--- src/rtl/uart_tx_fifo.sv ---
`default_nettype none
// ============================================================================
//  Module   : uart_tx_fifo
//  Purpose  : FIFO-buffered UART transmitter with a valid/ready push port and
//             gap-free back-to-back framing. Optional parity bit is enabled
//             with the macro UART_TX_PARITY_EN.
//  Revision : 1.0 - initial release
// ============================================================================
module uart_tx_fifo #(
  parameter int CLK_FREQ_HZ = 200000000,
  parameter int BAUD_RATE   = 9600,
  parameter int DATA_BITS   = 8,
  parameter int STOP_BITS   = 1,
  parameter int FIFO_DEPTH  = 16,
  parameter int PARITY_ODD  = 0
) (
  input  logic                               clk,
  input  logic                               reset,
  input  logic [DATA_BITS-1:0]               tx_data,
  input  logic                               tx_valid,
  output logic                               tx_ready,
  output logic                               TxD,
  output logic                               busy,
  output logic [$clog2(FIFO_DEPTH+1)-1:0]    fifo_count
);

  localparam int C_DIV    = CLK_FREQ_HZ / BAUD_RATE;
  localparam int C_BAUD_W = $clog2(C_DIV);
  localparam int C_PTR_W  = $clog2(FIFO_DEPTH);
  localparam int C_CNT_W  = $clog2(FIFO_DEPTH + 1);
  localparam int C_BIT_W  = 3;

  if (DATA_BITS < 5 || DATA_BITS > 8 || STOP_BITS < 1 || STOP_BITS > 2 ||
      C_DIV < 2 || PARITY_ODD < 0 || PARITY_ODD > 1 || FIFO_DEPTH < 2 ||
      (FIFO_DEPTH & (FIFO_DEPTH - 1)) != 0) begin : g_bad_params
    $error("uart_tx_fifo: illegal parameter combination");
  end

`ifdef UART_TX_PARITY_EN
  typedef enum logic [2:0] {
    S_IDLE = 3'd0, S_START = 3'd1, S_DATA = 3'd2, S_PARITY = 3'd3, S_STOP = 3'd4
  } state_t;
`else
  typedef enum logic [2:0] {
    S_IDLE = 3'd0, S_START = 3'd1, S_DATA = 3'd2, S_STOP = 3'd4
  } state_t;
`endif

  // ---------------------------------------------------------------- FIFO
  logic [DATA_BITS-1:0] r_mem [FIFO_DEPTH];
  logic [C_PTR_W-1:0]   r_wr_ptr, r_rd_ptr;
  logic [C_CNT_W-1:0]   r_count;
  logic                 w_push, w_pop, w_empty;
  logic [DATA_BITS-1:0] w_rd_data;

  assign tx_ready   = (r_count != C_CNT_W'(FIFO_DEPTH));
  assign w_push     = tx_valid && tx_ready;
  assign w_empty    = (r_count == '0);
  assign w_rd_data  = r_mem[r_rd_ptr];
  assign fifo_count = r_count;

  always_ff @(posedge clk) begin
    if (w_push) r_mem[r_wr_ptr] <= tx_data;
  end

  always_ff @(posedge clk) begin
    if (reset) begin
      r_wr_ptr <= '0;
      r_rd_ptr <= '0;
      r_count  <= '0;
    end else begin
      if (w_push) r_wr_ptr <= r_wr_ptr + C_PTR_W'(1);
      if (w_pop)  r_rd_ptr <= r_rd_ptr + C_PTR_W'(1);
      case ({w_push, w_pop})
        2'b10:   r_count <= r_count + C_CNT_W'(1);
        2'b01:   r_count <= r_count - C_CNT_W'(1);
        default: ;
      endcase
    end
  end

  // ---------------------------------------------------------------- FSM
  state_t               r_state, w_state;
  logic [C_BAUD_W-1:0]  r_baud_cnt, w_baud_cnt;
  logic [C_BIT_W-1:0]   r_bit_cnt, w_bit_cnt;
  logic [DATA_BITS-1:0] r_shift, w_shift;
  logic                 r_txd, w_txd;
  logic                 w_tick, w_load;
`ifdef UART_TX_PARITY_EN
  logic                 r_parity, w_parity;
`endif

  assign w_tick = (r_baud_cnt == C_BAUD_W'(C_DIV - 1));
  assign busy   = (r_state != S_IDLE);
  assign TxD    = r_txd;

  always_comb begin
    w_state    = r_state;
    w_shift    = r_shift;
    w_bit_cnt  = r_bit_cnt;
    w_txd      = r_txd;
    w_pop      = 1'b0;
    w_load     = 1'b0;
    w_baud_cnt = w_tick ? '0 : r_baud_cnt + C_BAUD_W'(1);
`ifdef UART_TX_PARITY_EN
    w_parity   = r_parity;
`endif
    case (r_state)
      S_IDLE: begin
        w_baud_cnt = '0;
        w_txd      = 1'b1;
        if (!w_empty) w_load = 1'b1;
      end
      S_START: begin
        if (w_tick) begin
          w_state   = S_DATA;
          w_txd     = r_shift[0];
          w_bit_cnt = '0;
        end
      end
      S_DATA: begin
        if (w_tick) begin
          if (r_bit_cnt == C_BIT_W'(DATA_BITS - 1)) begin
            w_bit_cnt = '0;
`ifdef UART_TX_PARITY_EN
            w_state   = S_PARITY;
            w_txd     = r_parity;
`else
            w_state   = S_STOP;
            w_txd     = 1'b1;
`endif
          end else begin
            w_bit_cnt = r_bit_cnt + C_BIT_W'(1);
            w_shift   = r_shift >> 1;
            w_txd     = r_shift[1];
          end
        end
      end
`ifdef UART_TX_PARITY_EN
      S_PARITY: begin
        if (w_tick) begin
          w_state   = S_STOP;
          w_txd     = 1'b1;
          w_bit_cnt = '0;
        end
      end
`endif
      S_STOP: begin
        if (w_tick) begin
          if (r_bit_cnt == C_BIT_W'(STOP_BITS - 1)) begin
            if (!w_empty) begin
              w_load = 1'b1;
            end else begin
              w_state = S_IDLE;
              w_txd   = 1'b1;
            end
          end else begin
            w_bit_cnt = r_bit_cnt + C_BIT_W'(1);
          end
        end
      end
      default: begin
        w_state = S_IDLE;
        w_txd   = 1'b1;
      end
    endcase

    // Shared frame launch: from IDLE or straight out of the last stop bit.
    if (w_load) begin
      w_pop      = 1'b1;
      w_state    = S_START;
      w_txd      = 1'b0;
      w_shift    = w_rd_data;
      w_baud_cnt = '0;
`ifdef UART_TX_PARITY_EN
      w_parity   = (^w_rd_data) ^ (PARITY_ODD != 0);
`endif
    end
  end

  always_ff @(posedge clk) begin
    if (reset) begin
      r_state    <= S_IDLE;
      r_baud_cnt <= '0;
      r_bit_cnt  <= '0;
      r_shift    <= '0;
      r_txd      <= 1'b1;
`ifdef UART_TX_PARITY_EN
      r_parity   <= 1'b0;
`endif
    end else begin
      r_state    <= w_state;
      r_baud_cnt <= w_baud_cnt;
      r_bit_cnt  <= w_bit_cnt;
      r_shift    <= w_shift;
      r_txd      <= w_txd;
`ifdef UART_TX_PARITY_EN
      r_parity   <= w_parity;
`endif
    end
  end

endmodule
`default_nettype wire

--- config.mk ---
export PLATFORM = sky130hd
export DESIGN_NAME = uart_tx_fifo
export DESIGN_NICKNAME = d
export VERILOG_FILES = /design/src/rtl/uart_tx_fifo.sv
export SDC_FILE = /design/constraint.sdc
export NUM_CORES = 1
export LEC_CHECK = 0
export BUFFER_PORTS_ARGS = -buffer_cell sky130_fd_sc_hd__clkbuf_2
export CORE_MARGIN = 1
export CORE_UTILIZATION = 26
export CTS_CLUSTER_SIZE = 16
export DETAILED_ROUTE_END_ITERATION = 12
export HOLD_SLACK_MARGIN = 0.02
export PLACE_DENSITY = 0.51
export SLEW_MARGIN = 10
export SYNTH_ARGS = -nofsm -noshare
export SYNTH_HDL_FRONTEND = slang
export SYNTH_SLANG_ARGS = --single-unit
--- constraint.sdc ---
create_clock -name clk -period 5.3 [get_ports clk]
set_clock_uncertainty 0.2 [all_clocks]
set_input_delay 0.265 -clock clk [delete_from_list [all_inputs] [get_ports clk]]
set_output_delay 0.265 -clock clk [all_outputs]
set_load 0.005 [all_outputs]
## After elaboration in Yosys (flattened, before gate mapping)

Memory sizes are Yosys's and may differ from the RTL's. A register that Yosys moved wholly into a read port is not among the register bits.
Cells that the tools add are included.

- RAM bits: 128
- Output and inout port bits: 8
- Flip-flop bits (word level): 43
- Memories kept: 1
- Input bits: 11
- Word-level logic and storage cells: 92

- Equality and inequality tests: 23
- Add/subtract/negate cells: 6
- Multiplexer cells: 36
- Reductions and logical operators: 16
- Bitwise gates (word level): 1

Memory list:

| memory | words | bits a word | rd ports | clocked after Yosys merged registers in | write ports | RTL line | source |
|---|---|---|---|---|---|---|---|
| r_mem | 16 | 8 | 1 | 1 | 1 | 50 | `logic [DATA_BITS-1:0] r_mem [FIFO_DEPTH];` |

Operators by type and width:

| cell | count |
|---|---|
| 3-bit two-way mux | 11 |
| 8-bit two-way mux | 4 |
| 2-bit inequality test, second input constant | 9 |
| 3-bit inequality test, second input constant | 6 |
| 15-bit by 1-bit adder with 15-bit output, second input constant | 1 |
| 15-bit == test, second input constant | 1 |
| 1-bit two-way mux | 14 |
| 7-bit AND reduction | 2 |
| 3-bit one-hot mux with 4 select lines | 1 |
| 5-bit one-hot mux with 2 select lines | 1 |
| 5-bit AND reduction | 2 |
| 3-bit one-hot mux with 3 select lines | 1 |
| 4-bit by 1-bit adder with 4-bit output, second input constant | 2 |
| 4-bit two-way mux | 2 |
| 3-bit == test, second input constant | 2 |
| 3-bit logical NOT | 2 |
| 2-bit nonzero test | 3 |
| 3-bit nonzero test | 2 |
| 5-bit by 1-bit adder with 5-bit output, second input constant | 1 |
| 5-bit logical NOT | 1 |
| 5-bit inequality test, second input constant | 1 |
| 5-bit by 1-bit subtractor with 5-bit output, second input constant | 1 |
| 4-bit OR reduction | 1 |
| 3-bit by 1-bit adder with 3-bit output, second input constant | 1 |
| 10 further kinds | 10 |

## Depth between registers and ports, before layout

- Depth after elaboration: 8
- Gate-level depth with buffers: 16
- Depth with buffers taken out: 14

## Worst setup path after synthesis

OpenSTA, ideal clock, no wires.

- Path type: register to register
- Start: register r_count[2] (netlist: fifo_count[2])
- End: register r_count[4] (netlist: fifo_count[4])
- Clock period less this slack: 3.247 ns
- Data required time: 5.030 ns
- Setup time: 0.070 ns
- Stages on the path, launching flop included: 16
- Arrival: 2.977 ns
- Path buffers: 3
- Path slack: 2.053 ns
- Path through: dfxtp_1 > buf_2 > or4_4 > o21ai_2 > a21o_1 > inv_1 > buf_6 > ha_1 > clkbuf_1 > xor2_1 > ha_1 > a21oi_1 > a32o_1 > a21oi_1 > or3_1 > a21oi_1

- Word-level cells in the longest chain between the ends: 8
- Elaborated cells on any way between the ends: 14
- Those cells by class: add/sub (2); eq/ne (3); mux (6); reduce/logical (3)

Ends and longest elaborated chain:

| what | RTL line | source |
|---|---|---|
| start: declaration | 52 | `logic [C_CNT_W-1:0] r_count;` |
| start signal: assignment | 75 | `2'b10: r_count <= r_count + C_CNT_W'(1);` |
| start signal: assignment | 76 | `2'b01: r_count <= r_count - C_CNT_W'(1);` |
| 5-bit logical NOT * | 58 | `assign w_empty = (r_count == '0);` |
| 1-bit two-way mux * | 112, 151 |  |
| 1-bit two-way mux | 150 | `if (r_bit_cnt == C_BIT_W'(STOP_BITS - 1)) begin` |
| 1-bit two-way mux | 149 | `if (w_tick) begin` |
| 1-bit one-hot mux with 2 select lines * | 108 | `case (r_state)` |
| named net w_load | 88 | `logic w_tick, w_load;` |
| 1-bit two-way mux * | 169 | `if (w_load) begin` |
| 2-bit by 1-bit == test with 1-bit output or 2-bit == test (tied branches) | 74 | `case ({w_push, w_pop})` |
| 5-bit one-hot mux with 2 select lines or 2-bit nonzero test (tied branches) | n/a |  |

The timed path passes the listed nets; every way through them passes the cells marked *.
A chain may end at the register's enable or synchronous reset.

## Final worst setup path

- Start: register r_count[2] (netlist: fifo_count[2])
- End: register r_count[4] (netlist: fifo_count[4])

- Word-level cells in the longest chain between the ends: 8
- Elaborated cells on any way between the ends: 14
- Those cells by class: add/sub (2); eq/ne (3); mux (6); reduce/logical (3)

Ends and longest elaborated chain:

| what | RTL line |
|---|---|
| 5-bit logical NOT | 58 |
| 1-bit two-way mux | 112, 151 |
| 1-bit two-way mux | 150 |
| 1-bit two-way mux | 149 |
| 1-bit one-hot mux with 2 select lines | 108 |
| 1-bit two-way mux | 169 |
| 2-bit by 1-bit == test with 1-bit output or 2-bit == test (tied branches) | 74 |
| 5-bit one-hot mux with 2 select lines or 2-bit nonzero test (tied branches) | n/a |

Several ways; a longest one is shown, not always the timed one.

==> impl_metrics.toml <==
[outcome]
status = "finished clean"

[clock_tree]
root_buffer = "clkbuf_16"
clkSlewWorstSetupHoldPaths_ns = 0.07
cts_tree = "yes"
numCtsBuffers = 17
cts-resized-gates = 0
clockBufferDepth = 2
insertion_delay_ns = 0.43
cts_sinks = 175
ctsHoldBuffers = 0
cts_setup_buffers = 0
htreeDepth = 4

[global_route]
grt_first_pass_wirelength_um = 23700
grt_max_degree = 31
grt_pass1_vias = 4104
antenna_found_initial = 0
grt_overflow = 0
grtUsageTotal = 0.110

[yosys]
yosys_warnings = 0
synthArstFlopShare = 0
syn_area_per_cell_um2 = 14.8
synth_area_leader_cell = "edfxtp_1"
netlist_area_mm2 = 0.00740
yosysSeqAreaShare = 0.647
synth_edf_count = 128
yosys-top-cells-area = "edfxtp_1, dfxtp_1, mux4_1, nor2_1, ha_1"
netlist.area_leader.share = 0.520
ys_seq_elements = 175
synth-main-ff-cell = "edfxtp_1"
synthCells = 499
syn_nets = 523
ys_types = 54

[final_layout]
nFillCells = 2738
drive_gt1_frac = 0.130
syn2layout_area_growth_pct = 13.4
layout.nets = 540
final_common_cell = "edfxtp_1"
final_cell_mix = "edfxtp_1, nor2_1, dfxtp_1"
diodes = 0

[power]
clkPwrFrac = 0.322
peakVddDrop_uv = 230
leakagePower_uw = 0.00276
p_per_area_mw_per_mm2 = 434
swShare = 0.305
p_comb_frac = 0.223
p_sw_uw = 1110
pwr-share-seq = 0.455
power.internal_uw = 2530

[setup_path]
cp_top_family = "compound AO/OA/AOI/OAI gates"
critPathSlowestCell = "or4_4"
crit_type = "flop to flop"
crit_chain = "or4_4 -> o21ai_2 -> a21o_1 -> inv_1 -> ha_1 -> xor2_1 -> ha_1 -> a21oi_1 -> a32o_1 -> a21oi_1 -> or3_1 -> a21oi_1"
reg2reg_depth = 12
r2r-end = "fifo_count[4]$_SDFFE_PP0P_"
cp_data_required_time_ns = 5.45
path_common_cell = "a21oi_1"
crit_buf_inv = 1
cp_max_fo = 16
reg2reg_from = "fifo_count[2]$_SDFFE_PP0P_"
cpPeakStageDelay_ns = 0.56
critical_path_arrival_ns = 4.01
end_kind = "flop"
start_kind = "flop"
ff2ff_setup_slack_ns = 1.44

[floorplanning]
num_io_pins = 19
core-area_mm2 = 0.0279
die_h_um = 171
rows = 61
die-area_mm2 = 0.0291
initial_core_util = 0.266
die_w_um = 171

[route]
wl_per_cell_um = 16.6
firstDrtPassIters = 4
drt_iter0_drc = 195
drc = 0
vias = 4093
wl_um = 15100
ant_nets = 0
drt-vias-per-instance = 4.51

[sta]
finalSetupTns_ns = 0
finalSetupViolations = 0
period_minus_slack_ns = 3.86
rsz0062_at_grt = "false"
relSlewSlack = 0.348
hold_ws_ns = 0.0762
tightest_slew_ns = 0.975
max_freq_mhz = 259
drv_slew = 0
min_period_over_period = 0.729
hold_violations = 0

[placement]
gp_congestion = 0.773
dp_hpwl_um = 9830
io_buffers = 18

[worst_hold_path]
min_to = "r_mem[5][0]$_DFFE_PP_"
min_from = "tx_data[0]"
min_path_type = "primary input to flop"
worstHoldPathCells = 1

[run]
maxCapViolations = 0
worst reg2reg max path: stages, from the launching register on:
cell     delay (ns)
dfxtp_1        0.41
or4_4          0.56
o21ai_2        0.15
a21o_1         0.36
inv_1          0.37
ha_1           0.39
xor2_1         0.17
ha_1           0.19
a21oi_1        0.26
a32o_1         0.23
a21oi_1        0.05
or3_1          0.31
a21oi_1        0.13
area by class of cell:
cell class / count / area, um2 / share of cell area
Inverter: 14 / 52.6 / 0.00627
Tap cell: 378 / 473 / 0.0564
Multi-Input combinational cell: 285 / 2400 / 0.286
Timing Repair Buffer: 23 / 128 / 0.0152
Clock buffer: 17 / 425 / 0.0507
Sequential cell: 175 / 4790 / 0.571
Clock inverter: 15 / 125 / 0.0149
how the worst max path moves through the flow:
stage	startpoint	end	slack, ns	cells past startpoint
2_1_floorplan	fifo_count[2]$_SDFFE_PP0P_	fifo_count[4]$_SDFFE_PP0P_	2.05	15
3_3_place_gp	fifo_count[1]$_SDFFE_PP0P_	fifo_count[4]$_SDFFE_PP0P_	1.66	12
3_5_place_dp	fifo_count[2]$_SDFFE_PP0P_	fifo_count[4]$_SDFFE_PP0P_	1.46	12
4_1_cts	fifo_count[2]$_SDFFE_PP0P_	fifo_count[4]$_SDFFE_PP0P_	1.42	12
5_1_grt	r_baud_cnt[0]$_SDFF_PP0_	fifo_count[4]$_SDFFE_PP0P_	1.20	14
6_report	fifo_count[2]$_SDFFE_PP0P_	fifo_count[4]$_SDFFE_PP0P_	1.44	12
power groups by stage:
stage,logic [uW],clock network (uW),registers (uW)
finish,812,1170,1660
global route,899,1260,1670
CTS,822,1200,1660
detailed placement,816,0,1690
global placement,796,0,1680
floorplan,685,0,1640
flip-flops by register name, summed over array words and instances, names as in the netlist, named ones only:
name,cells
TxD,1
fifo_count,5
r_baud_cnt,15
r_bit_cnt,3
r_mem,128
r_rd_ptr,4
r_shift,8
r_state,3
r_wr_ptr,4
stage by stage:
step / total power [uW] / std cells / cell area [um2] / utilization / setup WS (ns)
CTS: 3680 / 907 / 8390 / 0.301 / 1.42
global route: 3830 / 907 / 8390 / 0.301 / 1.20
global placement: 2480 / 875 / 7840 / 0.281 / 1.66
finish: 3640 / 907 / 8390 / 0.301 / 1.44
detailed placement: 2500 / 875 / 7840 / 0.281 / 1.46
floorplan: 2320 / 499 / 7400 / - / 2.05
per-layer routing:
metal  vias up  GRT usage  routed length, um
met5         -          0                  0
met4         0     0.0306                 99
met3         5     0.0273                385
met2        51      0.181               7470
met1      2090      0.143               7100
li1       1947          -                  -
Yosys cell counts, drive strengths merged (2+ instances only):
cell,number
xor2,14
a21o,2
o211a,2
nand2b,5
edfxtp,128
mux4,29
nor4,4
a211oi,5
a21oi,18
nand4,3
or3,7
nor2,56
nor4b,2
and2,3
a311oi,2
dfxtp,47
nor3,7
clkbuf,12
a31oi,3
buf,13
inv,14
nor2b,4
and4,2
mux2i,14
nand2,31
o21ai,7
a22oi,6
a221oi,6
and3,3
ha,13
nand3,13
xnor2,8
cell families (layout without fill, tap and decap cells):
group,after synthesis,in the layout,share of synthesized area
simple gates,146,146,0.0966
compound gates,61,61,0.0592
xor+xnor,22,22,0.0260
mux,43,43,0.119
fa+ha+maj,13,13,0.0220
flops,175,175,0.647
buf+inv,39,69,0.0304
No activity file was read; power rests on OpenSTA's default activity.
